`src/rtl/uart_rx_oversample.sv`:
```
// 8N1 UART receiver with oversampled 3-sample majority vote per bit,
// one-entry valid/ready holding register, and framing/overrun error pulses.
module uart_rx_oversample #(
  parameter int OVERSAMPLE  = 16,
  parameter int DATA_BITS   = 8,
  parameter int SYNC_STAGES = 2
) (
  input  logic                 clock,
  input  logic                 reset,
  input  logic                 baud_tick,
  input  logic                 serial_in,
  output logic [DATA_BITS-1:0] rx_data,
  output logic                 rx_valid,
  input  logic                 rx_ready,
  output logic                 framing_err,
  output logic                 overrun_err,
  output logic                 rx_busy
);

  localparam int SW = $clog2(OVERSAMPLE);
  localparam int IW = (DATA_BITS > 1) ? $clog2(DATA_BITS) : 1;
  localparam int M  = OVERSAMPLE / 2;

  typedef enum logic [2:0] {
    IDLE  = 3'd0,
    START = 3'd1,
    DATA  = 3'd2,
    STOP  = 3'd3,
    BRK   = 3'd4
  } state_t;

  state_t                 state_q, state_d;
  logic [SYNC_STAGES-1:0] sync_q, sync_d;
  logic [SW-1:0]          s_q, s_d;
  logic [IW-1:0]          idx_q, idx_d;
  logic [DATA_BITS-1:0]   shift_q, shift_d;
  logic [1:0]             samp_q, samp_d;
  logic [DATA_BITS-1:0]   data_q, data_d;
  logic                   valid_q, valid_d;
  logic                   ferr_q, ferr_d;
  logic                   oerr_q, oerr_d;

  logic line, vote, decide, at_end, commit, accept;

  always_comb begin
    state_d = state_q;
    sync_d  = {sync_q[SYNC_STAGES-2:0], serial_in};
    s_d     = s_q;
    idx_d   = idx_q;
    shift_d = shift_q;
    samp_d  = samp_q;
    data_d  = data_q;
    valid_d = valid_q;
    ferr_d  = 1'b0;
    oerr_d  = 1'b0;
    commit  = 1'b0;

    line   = sync_q[SYNC_STAGES-1];
    // samp_q[1] holds the s=M-1 sample, samp_q[0] the s=M sample; line is s=M+1
    vote   = (samp_q[1] & samp_q[0]) | (samp_q[1] & line) | (samp_q[0] & line);
    decide = (s_q == SW'(M + 1));
    at_end = (s_q == SW'(OVERSAMPLE - 1));
    accept = valid_q & rx_ready;

    if (baud_tick && state_q != IDLE && state_q != BRK) begin
      s_d = at_end ? '0 : s_q + 1'b1;
      if (s_q == SW'(M - 1) || s_q == SW'(M)) samp_d = {samp_q[0], line};
    end

    case (state_q)
      IDLE: begin
        if (baud_tick && !line) begin
          state_d = START;
          s_d     = '0;
        end
      end
      START: begin
        if (baud_tick) begin
          if (decide && vote) begin
            state_d = IDLE;
            s_d     = '0;
          end else if (at_end) begin
            state_d = DATA;
            idx_d   = '0;
          end
        end
      end
      DATA: begin
        if (baud_tick) begin
          if (decide) shift_d = {vote, shift_q[DATA_BITS-1:1]};
          if (at_end) begin
            if (idx_q == IW'(DATA_BITS - 1)) state_d = STOP;
            else idx_d = idx_q + 1'b1;
          end
        end
      end
      STOP: begin
        if (baud_tick && decide) begin
          s_d = '0;
          if (vote) begin
            commit  = 1'b1;
            state_d = IDLE;
          end else begin
            ferr_d  = 1'b1;
            state_d = BRK;
          end
        end
      end
      BRK: begin
        if (baud_tick && line) state_d = IDLE;
      end
      default: begin
        state_d = IDLE;
        s_d     = '0;
      end
    endcase

    if (commit) begin
      if (!valid_q || accept) begin
        data_d  = shift_q;
        valid_d = 1'b1;
      end else begin
        oerr_d = 1'b1;
      end
    end else if (accept) begin
      valid_d = 1'b0;
    end
  end

  always_ff @(posedge clock or posedge reset) begin
    if (reset) begin
      state_q <= IDLE;
      sync_q  <= '1;
      s_q     <= '0;
      idx_q   <= '0;
      shift_q <= '0;
      samp_q  <= '0;
      data_q  <= '0;
      valid_q <= 1'b0;
      ferr_q  <= 1'b0;
      oerr_q  <= 1'b0;
    end else begin
      state_q <= state_d;
      sync_q  <= sync_d;
      s_q     <= s_d;
      idx_q   <= idx_d;
      shift_q <= shift_d;
      samp_q  <= samp_d;
      data_q  <= data_d;
      valid_q <= valid_d;
      ferr_q  <= ferr_d;
      oerr_q  <= oerr_d;
    end
  end

  assign rx_data     = data_q;
  assign rx_valid    = valid_q;
  assign framing_err = ferr_q;
  assign overrun_err = oerr_q;
  assign rx_busy     = (state_q != IDLE);

endmodule

```
`config.mk`:
```
export PLATFORM = sky130hd
export DESIGN_NAME = uart_rx_oversample
export DESIGN_NICKNAME = d
export VERILOG_FILES = /design/src/rtl/uart_rx_oversample.sv
export SDC_FILE = /design/constraint.sdc
export NUM_CORES = 1
export LEC_CHECK = 0
export BUFFER_PORTS_ARGS = -buffer_cell sky130_fd_sc_hd__clkbuf_2
export CORE_ASPECT_RATIO = 1.25
export CORE_UTILIZATION = 24
export CTS_BUF_LIST = sky130_fd_sc_hd__clkbuf_4 sky130_fd_sc_hd__clkbuf_8
export DETAILED_ROUTE_END_ITERATION = 8
export HOLD_SLACK_MARGIN = 0.1
export PLACE_DENSITY = 0.39
export SLEW_MARGIN = 5
export SYNTH_ARGS = -nofsm -noshare
export SYNTH_HDL_FRONTEND = slang
export SYNTH_SLANG_ARGS = --single-unit
```
`constraint.sdc`:
```
create_clock -name clock -period 2.2 [get_ports clock]
set_clock_uncertainty 0.15 [all_clocks]
set_input_delay 0.44 -clock clock [delete_from_list [all_inputs] [get_ports clock]]
set_output_delay 0.44 -clock clock [all_outputs]
set_load 0.02 [all_outputs]
```
## Word level (Yosys, flattened, before mapping)

Index checks and enable logic that the tools add are counted.

| storage, ports and cells | value |
|---|---|
| register bits | 33 |
| bits in latches | 0 |
| RAM bits | 0 |
| bits in read-only memories | 0 |
| input port bits | 5 |
| word-level logic and storage cells | 97 |
| memories kept | 0 |

| operators by class | value |
|---|---|
| add/subtract/negate cells | 2 |
| $mul | 0 |
| divide/modulo/power cells | 0 |
| magnitude comparators | 0 |
| equal/unequal tests | 22 |
| shift operators | 0 |
| muxes and demuxes | 36 |
| bitwise gates (word level) | 6 |
| reduce and logical (&&, ||, !) cells | 21 |

Operators with widths:

| kind | count |
|---|---|
| $mux W3 | 16 |
| $mux W4 | 6 |
| $ne A2 B2 Y1 const B | 10 |
| $pmux W4 S4 | 1 |
| $pmux W3 S5 | 1 |
| $eq A4 B4 Y1 const B | 3 |
| $mux W1 | 11 |
| $reduce_and A8 Y1 | 1 |
| $reduce_and A7 Y1 | 1 |
| $eq A3 B2 Y1 const B | 2 |
| $eq A3 B3 Y1 const B | 2 |
| $logic_and A1 B1 Y1 | 6 |
| $ne A3 B3 Y1 const B | 2 |
| $pmux W3 S2 | 1 |
| $reduce_and A2 Y1 | 3 |
| $add A4 B1 Y4 const B | 1 |
| $and A1 B1 Y1 | 4 |
| $eq A4 B3 Y1 const B | 1 |
| $reduce_bool A2 Y1 | 2 |
| $add A3 B1 Y3 const B | 1 |
| $eq A3 B1 Y1 const B | 1 |
| $logic_not A3 Y1 | 1 |
| $reduce_and A3 Y1 | 1 |
| $reduce_bool A3 Y1 | 1 |
| 5 further kinds | 8 |

## Longest topological paths before layout

| depth | value |
|---|---|
| word-level depth | 8 |
| depth in mapped cells | 6 |
| gate-level depth less buffers | 5 |

## Worst setup path after synthesis

OpenSTA, ideal clock, no wires.

| timing path | value |
|---|---|
| kind | register to register |
| start point | reg s_q[0] |
| end point | reg shift_q[0] |
| setup time | 125 ps |
| data arrival time | 1,397 ps |
| path slack | 528 ps |
| cell stages (with the launch flop) | 6 |
| path buffers | 1 |
| period minus slack after synthesis | 1,672 ps |
| path through | dfrtp_1 ha_1 and3b_1 buf_2 nand2_2 mux2_2 |

| between the ends | value |
|---|---|
| word-level cells in the longest chain between the ends | 2 |

RTL lines:

| what | line | source |
|---|---|---|
| start, declared | 34 | `logic [SW-1:0] s_q, s_d;` |
| start signal, assigned | 134 | `s_q <= '0;` |
| start signal, assigned | 145 | `s_q <= s_d;` |
| $eq A4 B4 Y1 | 61 | `decide = (s_q == SW'(M + 1));` |
| $reduce_and A3 Y1 (no source line) | n/a |  |
| end signal, assigned | 147 | `shift_q <= shift_d;` |
| end, declared | 36 | `logic [DATA_BITS-1:0] shift_q, shift_d;` |

No other way between the ends.
A chain may end at the register's enable or synchronous reset.

## Final worst setup path

| timing path | value |
|---|---|
| start point | reg state_q[0] |
| end point | out rx_busy |

| between the ends | value |
|---|---|
| word-level cells in the longest chain between the ends | 1 |

RTL lines:

| what | line | source |
|---|---|---|
| start, declared | 32 | `state_t state_q, state_d;` |
| start signal, assigned | 143 | `state_q <= state_d;` |
| $reduce_bool A3 Y1 | 160 | `assign rx_busy = (state_q != IDLE);` |
| end, declared | 17 | `output logic rx_busy` |

No other way between the ends.

==> out/results.tsv <==
stage	metric	value	unit
pwr	seqPwrFrac	49.6	%
floorplan	dieArea	0.00682	mm^2
synth	syn_avg_cell_area	12.9	um^2
synth	synth_area	0.00156	mm^2
routing	firstDrtPassIters	4	
cts	cts_resized	0	
place	placed_cells	217	
sta	grt_setup_unrepaired	false	
cts	cts_htree_levels	2	
sta	tightest_slew	0.428	ns
sta	final-setup-viol-count	0	
sta	max_freq	506	MHz
synth	synth_top_area_share	49.8	%
pwr	total_power	1.64	mW
cts	cts_setup_buffers	0	
synth	syn_inst	121	
synth	synth_edf_count	0	
sta	hold_ws	0.209	ns
place	dpl.hpwl	2.04	mm
pwr	power.static_leakage	0.884	nW
synth	synth_cell_types	41	
synth	yosys_warnings	0	
pwr	switching_share	32.9	%
cts	clk_pin_slew_worst_paths	0.07	ns
worst_hold_path	hold_path_class	reg2reg	
floorplan	chipHeight	92.1	um
worst_setup_path	path_max_fanout	15	
floorplan	die_x	74.1	um
cts	cts_buffers	5	
finish	syn_to_final_growth	16.2	%
pwr	p_switching	0.538	mW
synth	syn_nets	131	
place	dp_slack	0.304	ns
worst_setup_path	path_class	reg2out	
cts	clk_latency	0.28	ns
global_routing	grt_overflow	0	
finish	area.sequential	828	um^2
finish	drive_gt1_share	38.7	%
synth	synth_area_leaders	dfrtp_1 50%, mux2_2 14%, ha_1 4.0%	
global_routing	grt_pass1_wl	5.15	mm
pwr	p_int	1.10	mW
cts	cts.hold.buffers_added	2	
sta	worst_slack	0.225	ns
sta	hold_viol_final	0	
global_routing	grt_antenna_before_repair	0	
finish	multiInputGateArea	664	um^2
pwr	p_comb_share	23.5	%
sta	period_needed	1.97	ns
global_routing	grt_max_degree	34	
pwr	peakVddDrop	0.287	mV
finish	final_cells	227	
status	status	complete, no violations	
floorplan	rows	32	
floorplan	io_pins	17	
finish	nNetsFinal	151	
cts	clock-sinks	33	
worst_setup_path	endpoint_kind	primary output	
sta	maxSlewViolCount	0	
cts	cts_tree	done	
routing	drt_iter0_markers	55	
floorplan	core_area	0.00621	mm^2
place	port_buffers	16	
worst_setup_path	cp-start-kind	register	
finish	fillers	639	
worst_setup_path	crit_required	1.61	ns
floorplan	start_util	25.1	%
place	place.gp.congestion	0.778	
routing	routed_via_density	4.48	
finish	final_common_cell	dfrtp_1	
routing	wire_per_inst	12.7	um
synth	ys_seq_area_share	53.1	%
synth	ys_dominant_reg_cell	dfrtp_1	
worst_setup_path	critPathArrivalTime	1.38	ns
routing	drc	0	
synth	ys_seq_elements	33	
routing	wirelength	2.88	mm
finish	mostFrequentLayoutCells	31 x dfrtp_1, 19 x mux2_2, 16 x clkbuf_2	
global_routing	grt_pass1_vias	1085	
sta	fin_setup_tns	0	ns
global_routing	track_usage	10.3	%
pwr	powerDensity	904	mW/mm^2
synth	synth_top_area_cell	dfrtp_1	
sta	fin_crit_sh	89.8	%
cts	cts-root-buf	clkbuf_8	
run	maxCapViolCount	0	
routing	vias	1016	
routing	ant_nets	0	
cts	cts_max_path_buffers	2	
sta	slew_headroom	71.2	%
synth	async_reset_ff_share	100	%
pwr	pwr-share-clk	26.9	%
finish	diodes	0	
[cell families (layout without fill, tap and decap cells)]
group	count (synthesis)	in the layout	synth area share [%]
flops	33	33	53.1
simple gates	30	30	13.2
compound gates	20	20	9.79
mux	20	20	14.4
buf+inv	11	32	4.25
fa+ha+maj	6	6	4.74
xor+xnor	1	1	0.562
[power by group through the flow]
stage	Clock (mW)	Combinational [mW]	Sequential [mW]
finish	0.440	0.385	0.811
global route	0.500	0.435	0.834
CTS	0.463	0.394	0.810
detailed placement	0	0.389	0.821
global placement	0	0.382	0.823
floorplan	0	0.371	0.767
[critical path: stages, from the launching register on]
cell and delay, ns:
dfrtp_1 0.52, or3_1 0.42, clkbuf_2 0.16
[synthesized netlist by cell type, types with 2 or more instances]
cell,instances
nor3_1,2
nor2b_1,2
nand2_1,5
dfrtp_1,31
dfstp_2,2
buf_4,2
a21oi_1,3
nor2_1,2
buf_2,2
ha_1,5
nand3b_1,2
buf_6,2
and3b_1,2
inv_1,5
o21ai_0,4
a22o_1,2
nand3_1,3
o211ai_1,3
mux2_2,19
or3_1,2
[stage by stage]
step / area [um^2] / util [%]
floorplan: 1560 / -
global placement: 1710 / 27.5
detailed placement: 1710 / 27.5
CTS: 1810 / 29.2
global route: 1810 / 29.2
finish: 1810 / 29.2
[routing by layer]
layer | vias up | track usage (%) | share of wire [%]
met5 | - | 0 | 0
met4 | 0 | 5.29 | 2.3
met3 | 6 | 3.74 | 4.0
met2 | 18 | 15.7 | 48
met1 | 510 | 12.5 | 45
li1 | 482 | - | -
[layout make-up]
type                            instances  area share, %
Inverter                                5           1.04
Multi-Input combinational cell         77           36.7
Timing Repair Buffer                   19           5.94
Sequential cell                        33           45.7
Tap cell                               85           5.87
Clock buffer                            5           3.80
Clock inverter                          3          0.967
[state kept, by name (all words and copies together) (netlist names)]
register / count
rx_data: 8
shift_q: 8
s_q: 4
idx_q: 3
state_q: 3
samp_q: 2
sync_q: 2
framing_err: 1
overrun_err: 1
rx_valid: 1
[final timing paths]
kind | start | end | slack, ns | depth (start not counted)
max reg2reg | s_q[1]$_DFF_PP0_ | rx_data[5]$_DFFE_PP0P_ | 0.33 | 5
max in group asynchronous | reset | sync_q[1]$_DFF_PP1_ | 0.95 | 4
min reg2reg | sync_q[0]$_DFF_PP1_ | sync_q[1]$_DFF_PP1_ | 0.21 | 0
min | sync_q[0]$_DFF_PP1_ | sync_q[1]$_DFF_PP1_ | 0.21 | 0
max | state_q[0]$_DFFE_PP0P_ | rx_busy | 0.23 | 2
min in group asynchronous | reset | rx_data[0]$_DFFE_PP0P_ | 0.62 | 4
(Power assumes the default switching activity.)
